**src/rtl/image_addresser_gen_pkg.sv**
```systemverilog
// Shared types and width helpers for the parametrised image addresser.
// Package name nabp_ia_pkg is kept for compatibility with the other NABP blocks.
package nabp_ia_pkg;

   typedef enum logic [1:0] {
      IDLE   = 2'd0,
      DELAY  = 2'd1,
      SCAN_X = 2'd2,
      SCAN_Y = 2'd3
   } state_t;

   typedef enum logic [1:0] {
      MODE_XY = 2'd0,
      MODE_X  = 2'd1,
      MODE_Y  = 2'd2
   } mode_t;

   function automatic int clog2(input int value);
      int result;
      result = 0;
      for (int v = value - 1; v > 0; v = v >> 1) result++;
      return result;
   endfunction

   // Counters need at least one bit even when they only ever hold zero.
   function automatic int cnt_width(input int max_count);
      return (clog2(max_count) < 1) ? 1 : clog2(max_count);
   endfunction

   localparam int DEF_IMG_SIZE   = 128;
   localparam int DEF_PART_SIZE  = 16;
   localparam int DEF_PIPE_DELAY = 8;
   localparam int DEF_ADDR_W     = clog2(DEF_IMG_SIZE * DEF_IMG_SIZE);

endpackage

```
**src/rtl/image_addresser_gen_if.sv**
```systemverilog
// Host kick / Image RAM port bundle of the image addresser.
// The slave modport is the addresser itself; master is the surrounding host/RAM side.
interface image_addresser_gen_if
   import nabp_ia_pkg::*;
#(
   parameter int ADDR_W = DEF_ADDR_W
);

   logic              hs_kick;
   logic [1:0]        hs_mode;
   logic              ir_enable;
   logic              ir_kick;
   logic              ir_valid;
   logic [ADDR_W-1:0] ir_addr;
   logic              ir_axis;
   logic              ir_done;
   logic              busy;

   modport master (
      output hs_kick, hs_mode, ir_enable,
      input  ir_kick, ir_valid, ir_addr, ir_axis, ir_done, busy
   );

   modport slave (
      input  hs_kick, hs_mode, ir_enable,
      output ir_kick, ir_valid, ir_addr, ir_axis, ir_done, busy
   );

endinterface

```
**src/rtl/image_addresser_gen_wrap_counter.sv**
```systemverilog
// Modulo-MAX counter with a wrap pulse; 'down' presents the count in reverse
// traversal order so the owner can walk a line backwards without reloading.
module ia_wrap_counter
   import nabp_ia_pkg::*;
#(
   parameter  int MAX = 2,
   localparam int W   = cnt_width(MAX)
) (
   input  logic         clk,
   input  logic         reset_n,
   input  logic         clear,
   input  logic         enable,
   input  logic         down,
   output logic [W-1:0] value,
   output logic         wrap
);

   localparam logic [W-1:0] TOP = W'(MAX - 1);

   logic [W-1:0] cnt;

   always_ff @(posedge clk) begin
      if (!reset_n || clear) begin
         cnt <= '0;
      end else if (enable) begin
         cnt <= (cnt == TOP) ? '0 : cnt + 1'b1;
      end
   end

   assign wrap  = enable && (cnt == TOP);
   assign value = down ? (TOP - cnt) : cnt;

endmodule

```
**src/rtl/image_addresser.sv**
```systemverilog
// Image RAM address generator: scans partitions in X/Y order after a PE-chain fill delay.
// Optional macro NABP_IA_SERPENTINE_EN reverses the scan direction on odd lines.
module image_addresser_gen
   import nabp_ia_pkg::*;
#(
   parameter int IMG_SIZE   = DEF_IMG_SIZE,
   parameter int PART_SIZE  = DEF_PART_SIZE,
   parameter int PIPE_DELAY = DEF_PIPE_DELAY
) (
   input logic                  clk,
   input logic                  reset_n,
   image_addresser_gen_if.slave bus
);

   localparam int NO_PARTS = IMG_SIZE / PART_SIZE;
   localparam int ADDR_W   = clog2(IMG_SIZE * IMG_SIZE);
   localparam int LOG_IMG  = clog2(IMG_SIZE);
   localparam int LOG_PART = clog2(PART_SIZE);
   localparam int SW       = cnt_width(IMG_SIZE);
   localparam int LW       = cnt_width(PART_SIZE);
   localparam int PW       = cnt_width(NO_PARTS);
   localparam int DW       = cnt_width(PIPE_DELAY);

   state_t state;
   state_t next_state;
   mode_t  mode_reg;

   logic          clear_cnt;
   logic          scanning;
   logic          delay_en;
   logic          s_en;
   logic          l_en;
   logic          p_en;
   logic          s_down;
   logic          delay_wrap;
   logic          s_wrap;
   logic          l_wrap;
   logic          p_wrap;
   logic [DW-1:0] delay_val;
   logic [SW-1:0] s_val;
   logic [LW-1:0] l_val;
   logic [PW-1:0] p_val;
   logic [ADDR_W-1:0] line_addr;
   logic [ADDR_W-1:0] addr_x;
   logic [ADDR_W-1:0] addr_y;

   assign clear_cnt = (state == IDLE);
   assign scanning  = (state == SCAN_X) || (state == SCAN_Y);
   assign delay_en  = (state == DELAY);
   assign s_en      = scanning && bus.ir_enable;
   assign l_en      = s_wrap;
   // The partition only moves on once every axis of the mode has been scanned.
   assign p_en      = l_wrap && ((state == SCAN_Y) || (mode_reg != MODE_XY));

`ifdef NABP_IA_SERPENTINE_EN
   assign s_down = l_val[0];
`else
   assign s_down = 1'b0;
`endif

   ia_wrap_counter #(.MAX(PIPE_DELAY)) u_delay_cnt (
      .clk     (clk),
      .reset_n (reset_n),
      .clear   (clear_cnt),
      .enable  (delay_en),
      .down    (1'b0),
      .value   (delay_val),
      .wrap    (delay_wrap)
   );

   ia_wrap_counter #(.MAX(IMG_SIZE)) u_s_cnt (
      .clk     (clk),
      .reset_n (reset_n),
      .clear   (clear_cnt),
      .enable  (s_en),
      .down    (s_down),
      .value   (s_val),
      .wrap    (s_wrap)
   );

   ia_wrap_counter #(.MAX(PART_SIZE)) u_l_cnt (
      .clk     (clk),
      .reset_n (reset_n),
      .clear   (clear_cnt),
      .enable  (l_en),
      .down    (1'b0),
      .value   (l_val),
      .wrap    (l_wrap)
   );

   ia_wrap_counter #(.MAX(NO_PARTS)) u_p_cnt (
      .clk     (clk),
      .reset_n (reset_n),
      .clear   (clear_cnt),
      .enable  (p_en),
      .down    (1'b0),
      .value   (p_val),
      .wrap    (p_wrap)
   );

   // Power-of-two sizes turn the address products into plain shifts and ORs.
   assign line_addr = (ADDR_W'(p_val) << LOG_PART) | ADDR_W'(l_val);
   assign addr_x    = (line_addr << LOG_IMG) | ADDR_W'(s_val);
   assign addr_y    = (ADDR_W'(s_val) << LOG_IMG) | line_addr;

   always_ff @(posedge clk) begin
      if (!reset_n) begin
         state    <= IDLE;
         mode_reg <= MODE_XY;
      end else begin
         state <= next_state;
         if (state == IDLE && bus.hs_kick) begin
            mode_reg <= (bus.hs_mode == 2'd3) ? MODE_XY : mode_t'(bus.hs_mode);
         end
      end
   end

   always_comb begin
      next_state   = state;
      bus.ir_kick  = 1'b0;
      bus.ir_valid = 1'b0;
      bus.ir_addr  = '0;
      bus.ir_axis  = 1'b0;
      bus.ir_done  = 1'b0;
      bus.busy     = (state != IDLE);
      case (state)
         IDLE: begin
            if (bus.hs_kick) next_state = DELAY;
         end
         DELAY: begin
            bus.ir_kick = delay_wrap;
            if (delay_wrap) next_state = (mode_reg == MODE_Y) ? SCAN_Y : SCAN_X;
         end
         SCAN_X: begin
            bus.ir_valid = 1'b1;
            bus.ir_addr  = addr_x;
            if (p_wrap) begin
               bus.ir_done = 1'b1;
               next_state  = IDLE;
            end else if (l_wrap && mode_reg == MODE_XY) begin
               next_state = SCAN_Y;
            end
         end
         SCAN_Y: begin
            bus.ir_valid = 1'b1;
            bus.ir_axis  = 1'b1;
            bus.ir_addr  = addr_y;
            if (p_wrap) begin
               bus.ir_done = 1'b1;
               next_state  = IDLE;
            end else if (l_wrap) begin
               next_state = (mode_reg == MODE_Y) ? SCAN_Y : SCAN_X;
            end
         end
         default: next_state = IDLE;
      endcase
   end

   logic unused_delay_val;
   assign unused_delay_val = ^delay_val;

endmodule
```
**src/flat_wrapper.sv**
```systemverilog
// flat-port wrapper written by rule: the top's interface ports become plain ports
module image_addresser_gen_flat import nabp_ia_pkg::*;
#(
   parameter int IMG_SIZE   = DEF_IMG_SIZE,
   parameter int PART_SIZE  = DEF_PART_SIZE,
   parameter int PIPE_DELAY = DEF_PIPE_DELAY
)
  (clk, reset_n, bus_hs_kick, bus_hs_mode, bus_ir_enable, bus_ir_kick, bus_ir_valid, bus_ir_addr, bus_ir_axis, bus_ir_done, bus_busy);
  image_addresser_gen_if bus_i ();
  input logic clk;
  input logic reset_n;
  input wire logic [$bits(bus_i.hs_kick)-1:0] bus_hs_kick;
  input wire logic [$bits(bus_i.hs_mode)-1:0] bus_hs_mode;
  input wire logic [$bits(bus_i.ir_enable)-1:0] bus_ir_enable;
  output wire logic [$bits(bus_i.ir_kick)-1:0] bus_ir_kick;
  output wire logic [$bits(bus_i.ir_valid)-1:0] bus_ir_valid;
  output wire logic [$bits(bus_i.ir_addr)-1:0] bus_ir_addr;
  output wire logic [$bits(bus_i.ir_axis)-1:0] bus_ir_axis;
  output wire logic [$bits(bus_i.ir_done)-1:0] bus_ir_done;
  output wire logic [$bits(bus_i.busy)-1:0] bus_busy;
  assign bus_i.hs_kick = bus_hs_kick;
  assign bus_i.hs_mode = bus_hs_mode;
  assign bus_i.ir_enable = bus_ir_enable;
  assign bus_ir_kick = bus_i.ir_kick;
  assign bus_ir_valid = bus_i.ir_valid;
  assign bus_ir_addr = bus_i.ir_addr;
  assign bus_ir_axis = bus_i.ir_axis;
  assign bus_ir_done = bus_i.ir_done;
  assign bus_busy = bus_i.busy;
  image_addresser_gen #(.IMG_SIZE(IMG_SIZE), .PART_SIZE(PART_SIZE), .PIPE_DELAY(PIPE_DELAY)) u_core (.clk(clk), .reset_n(reset_n), .bus(bus_i));
endmodule
```
**config.mk**
```make
export PLATFORM = sky130hd
export DESIGN_NAME = image_addresser_gen_flat
export DESIGN_NICKNAME = d
export VERILOG_FILES = /design/src/rtl/image_addresser_gen_pkg.sv /design/src/rtl/image_addresser_gen_if.sv /design/src/rtl/image_addresser_gen_wrap_counter.sv /design/src/rtl/image_addresser.sv /design/src/flat_wrapper.sv
export SDC_FILE = /design/constraint.sdc
export NUM_CORES = 1
export LEC_CHECK = 0
export ABC_AREA = 1
export BUFFER_PORTS_ARGS = -buffer_cell sky130_fd_sc_hd__buf_2
export CAP_MARGIN = 20
export CORE_MARGIN = 2
export CORE_UTILIZATION = 50
export CTS_CLUSTER_SIZE = 12
export DETAILED_ROUTE_END_ITERATION = 8
export PLACE_DENSITY = 0.74
export SETUP_SLACK_MARGIN = 0.1
export SYNTH_ARGS = -nofsm -noshare
export SYNTH_HDL_FRONTEND = slang
export SYNTH_SLANG_ARGS = --single-unit
```
**constraint.sdc**
```tcl
create_clock -name clk -period 1.9 [get_ports clk]
set_clock_uncertainty 0.15 [all_clocks]
set_input_delay 0.285 -clock clk [delete_from_list [all_inputs] [get_ports clk]]
set_output_delay 0.285 -clock clk [all_outputs]
set_load 0.01 [all_outputs]
```
==> metrics.csv <==
metric;value;unit
status;finished clean;
diodes inserted;0;
global-route wire length before repair;5250;um
final hold vios;0;
synthesized area per cell;7.250;um^2
commonest non-fill, non-tap cell in the layout;inv_1;
Critical Setup Path Class;flip-flop to output pin;
boundary pin count;25;
Core Area;0.002276;mm^2
post-synth top area share;34.11;%
worst hold slack;82.77;ps
CTS Buf Count;3;
vias in the first global route;1222;
largest net degree at the start of global routing;13;
routability cong.;0.8335;
Routed WL;3738;um
Die Ht;53.65;um
adder-cell area share of the yosys netlist;6.091;%
Via density;5.407;
Slew Limit Fails;0;
synthesized cell area;0.001232;mm^2
Worst Max-Slew Pin Slew;218.7;ps
Worst EP required;1460;ps
worst skew pair latency;310;ps
multiplexer share of the synthesized area;0;%
Crit path arrival time;1450;ps
Synth Area in Compound Gates;20.81;%
CTS Root Cell;clkbuf_4;
post-synthesis xor/xnor area fraction;0.7107;%
Worst Setup End Kind;output pin;
Post-Syn Nets;182;
Seq/Total Area, Yosys;34.11;%
Worst VDD drop;0.8035;mV
row cnt;17;
Netlist cell types;30;
CTS tree;done;
Area growth syn-to-layout;41.93;%
# clock sinks;21;
register with the most flip-flops;u_core.u_s_cnt.cnt;
Routed Antenna Nets;0;
Synth area leaders;dfxtp_1, inv_1, o22ai_1;
max reg flops;7;
DR vias;1330;
clock-pin transition on the worst setup and hold timing paths;130;ps
Synth warnings;0;
initial core utilization;54.15;%
main combinational cell family by area after synthesis;simple AND/OR/NAND/NOR gates;
Die W;53.65;um
initial antenna violation count;0;
count of non-filler cells in the finished layout;246;
Routed WL per cell;15.20;um
Die Footprint;0.002878;mm^2
clk buf depth;2;
Tmin final;1886;ps
largest registers;u_core.u_s_cnt.cnt: 7 flops, u_core.u_l_cnt.cnt: 4 flops;
HP Class;input pin to flip-flop;
dpl cells;221;
Fmax;530.2;MHz
most frequent cells in the layout;inv_1, buf_2, buf_4, nand2_1;
Max-slew headroom;85.27;%
share of cells above drive strength 1;41.74;%
post-synthesis cell count;170;
Pleak;0.0007897;uW
gr usage total;25.42;%
DRC Markers;0;
Final nets;231;
drt initial violations;35;
top cell type by total area after synthesis;dfxtp_1;
H-tree depth;1;
Startpoint Class;flip-flop;
P per Cell Area;880.2;mW/mm^2
simple-gate area share of the yosys netlist;25.58;%
RSZ-0062 raised after global routing;yes;
drt first pass iters;4;
FF+latch count, synth;21;
GRT overflow;0;
HPWL after detailed placement;2217;um
MaxCap Viol Count;0;
PortBufs;24;
Setup-failing EPs final;0;
Critical Path Fanout Max;2;
period utilisation layout;99.27;%
==> metal layers <==
layer	share of wire, %	wire (um)	track usage, %
met1	41	1521	30.19
met2	51	1888	44.65
met3	6.4	241	3.611
met4	2.3	86	12.39
met5	0	0	0
==> final timing paths <==
kind | startpoint | end | slack, ps | cells after the start
min reg2reg | u_core.u_delay_cnt.cnt[0]$_SDFFE_PP0P_ | u_core.u_delay_cnt.cnt[0]$_SDFFE_PP0P_ | 340 | 2
max reg2reg | u_core.state[1]$_SDFFE_PN0P_ | u_core.state[0]$_SDFFE_PN0P_ | 200 | 11
max | u_core.u_l_cnt.cnt[1]$_SDFFE_PP0P_ | bus_ir_done | 10 | 8
min | reset_n | u_core.mode_reg[1]$_SDFFE_PN0P_ | 80 | 2
==> report_power, final <==
group / internal (uW) / total (uW) / switching (uW)
sequential: 494 / 561 / 67.8
clock: 78.7 / 226 / 147
combinational: 312 / 753 / 441
==> cells in the mapped netlist <==
library cell	count
nor3_1	1
o211a_1	1
o21bai_2	1
inv_2	2
nand2_1	18
inv_1	33
nand2_4	2
clkbuf_1	2
nor2_8	1
o21ai_0	9
nor3_2	1
nor2_4	1
nand2_2	2
dlygate4sd1_1	1
a21oi_1	15
o21ai_1	4
nor2_2	1
nand4_2	1
clkinv_1	1
a211oi_1	1
xor2_1	1
o22ai_1	14
nand3_2	4
dfxtp_1	21
nor3b_1	1
buf_2	1
nand3_1	4
nand4_1	2
nor2_1	18
ha_1	6
==> what timing repair did <==
item,4_1_cts,5_1_grt
buffers inserted,13,7
cloned,1,1
setup endpoints to repair,15,18
gates resized for setup,23,17
hold buffers,0,0
pin swaps,4,7
==> per-stage QoR <==
stage	setup WS, ps	area (um^2)	power [uW]	TNS, ps	util (%)
after floorplan	361.0	1232	875.4	0	-
after global placement	243.0	1389	984.1	0	61.02
after detailed placement	168.9	1389	997.0	0	61.02
after CTS	29.32	1595	1311	0	70.09
after global routing	-57.95	1749	1634	-281.1	76.86
final	13.81	1749	1540	0	76.86
==> area by class of cell <==
class                   count  area [um^2]
inverters                  36        137.6
clock buffers               3        22.52
well taps                  28        35.03
clock inverters             1        5.005
flip-flops and latches     21        432.9
multi-input cells         110        793.3
fillers                   150        526.8
repair buffers             46        315.3
repair inverters            1        7.507
==> worst max-delay path: stages, from the launching register on <==
cell and delay (ps):
dfxtp_2 380, ha_4 140, nand2_2 70, nor2_4 140, nand3_4 100, inv_2 70, nand3_2 70, inv_2 80
buf_6 100
==> kinds of logic (layout without fill, tap and decap cells) <==
kind of cell | count (synthesis) | in the layout
XOR/XNOR | 1 | 1
flip-flops | 21 | 21
AND/OR/NAND/NOR | 57 | 58
AO/OA/AOI/OAI | 45 | 45
buffers and inverters | 40 | 87
adder cells (fa/ha/maj) | 6 | 6
Note: power is estimated with default switching activity, not from simulation.
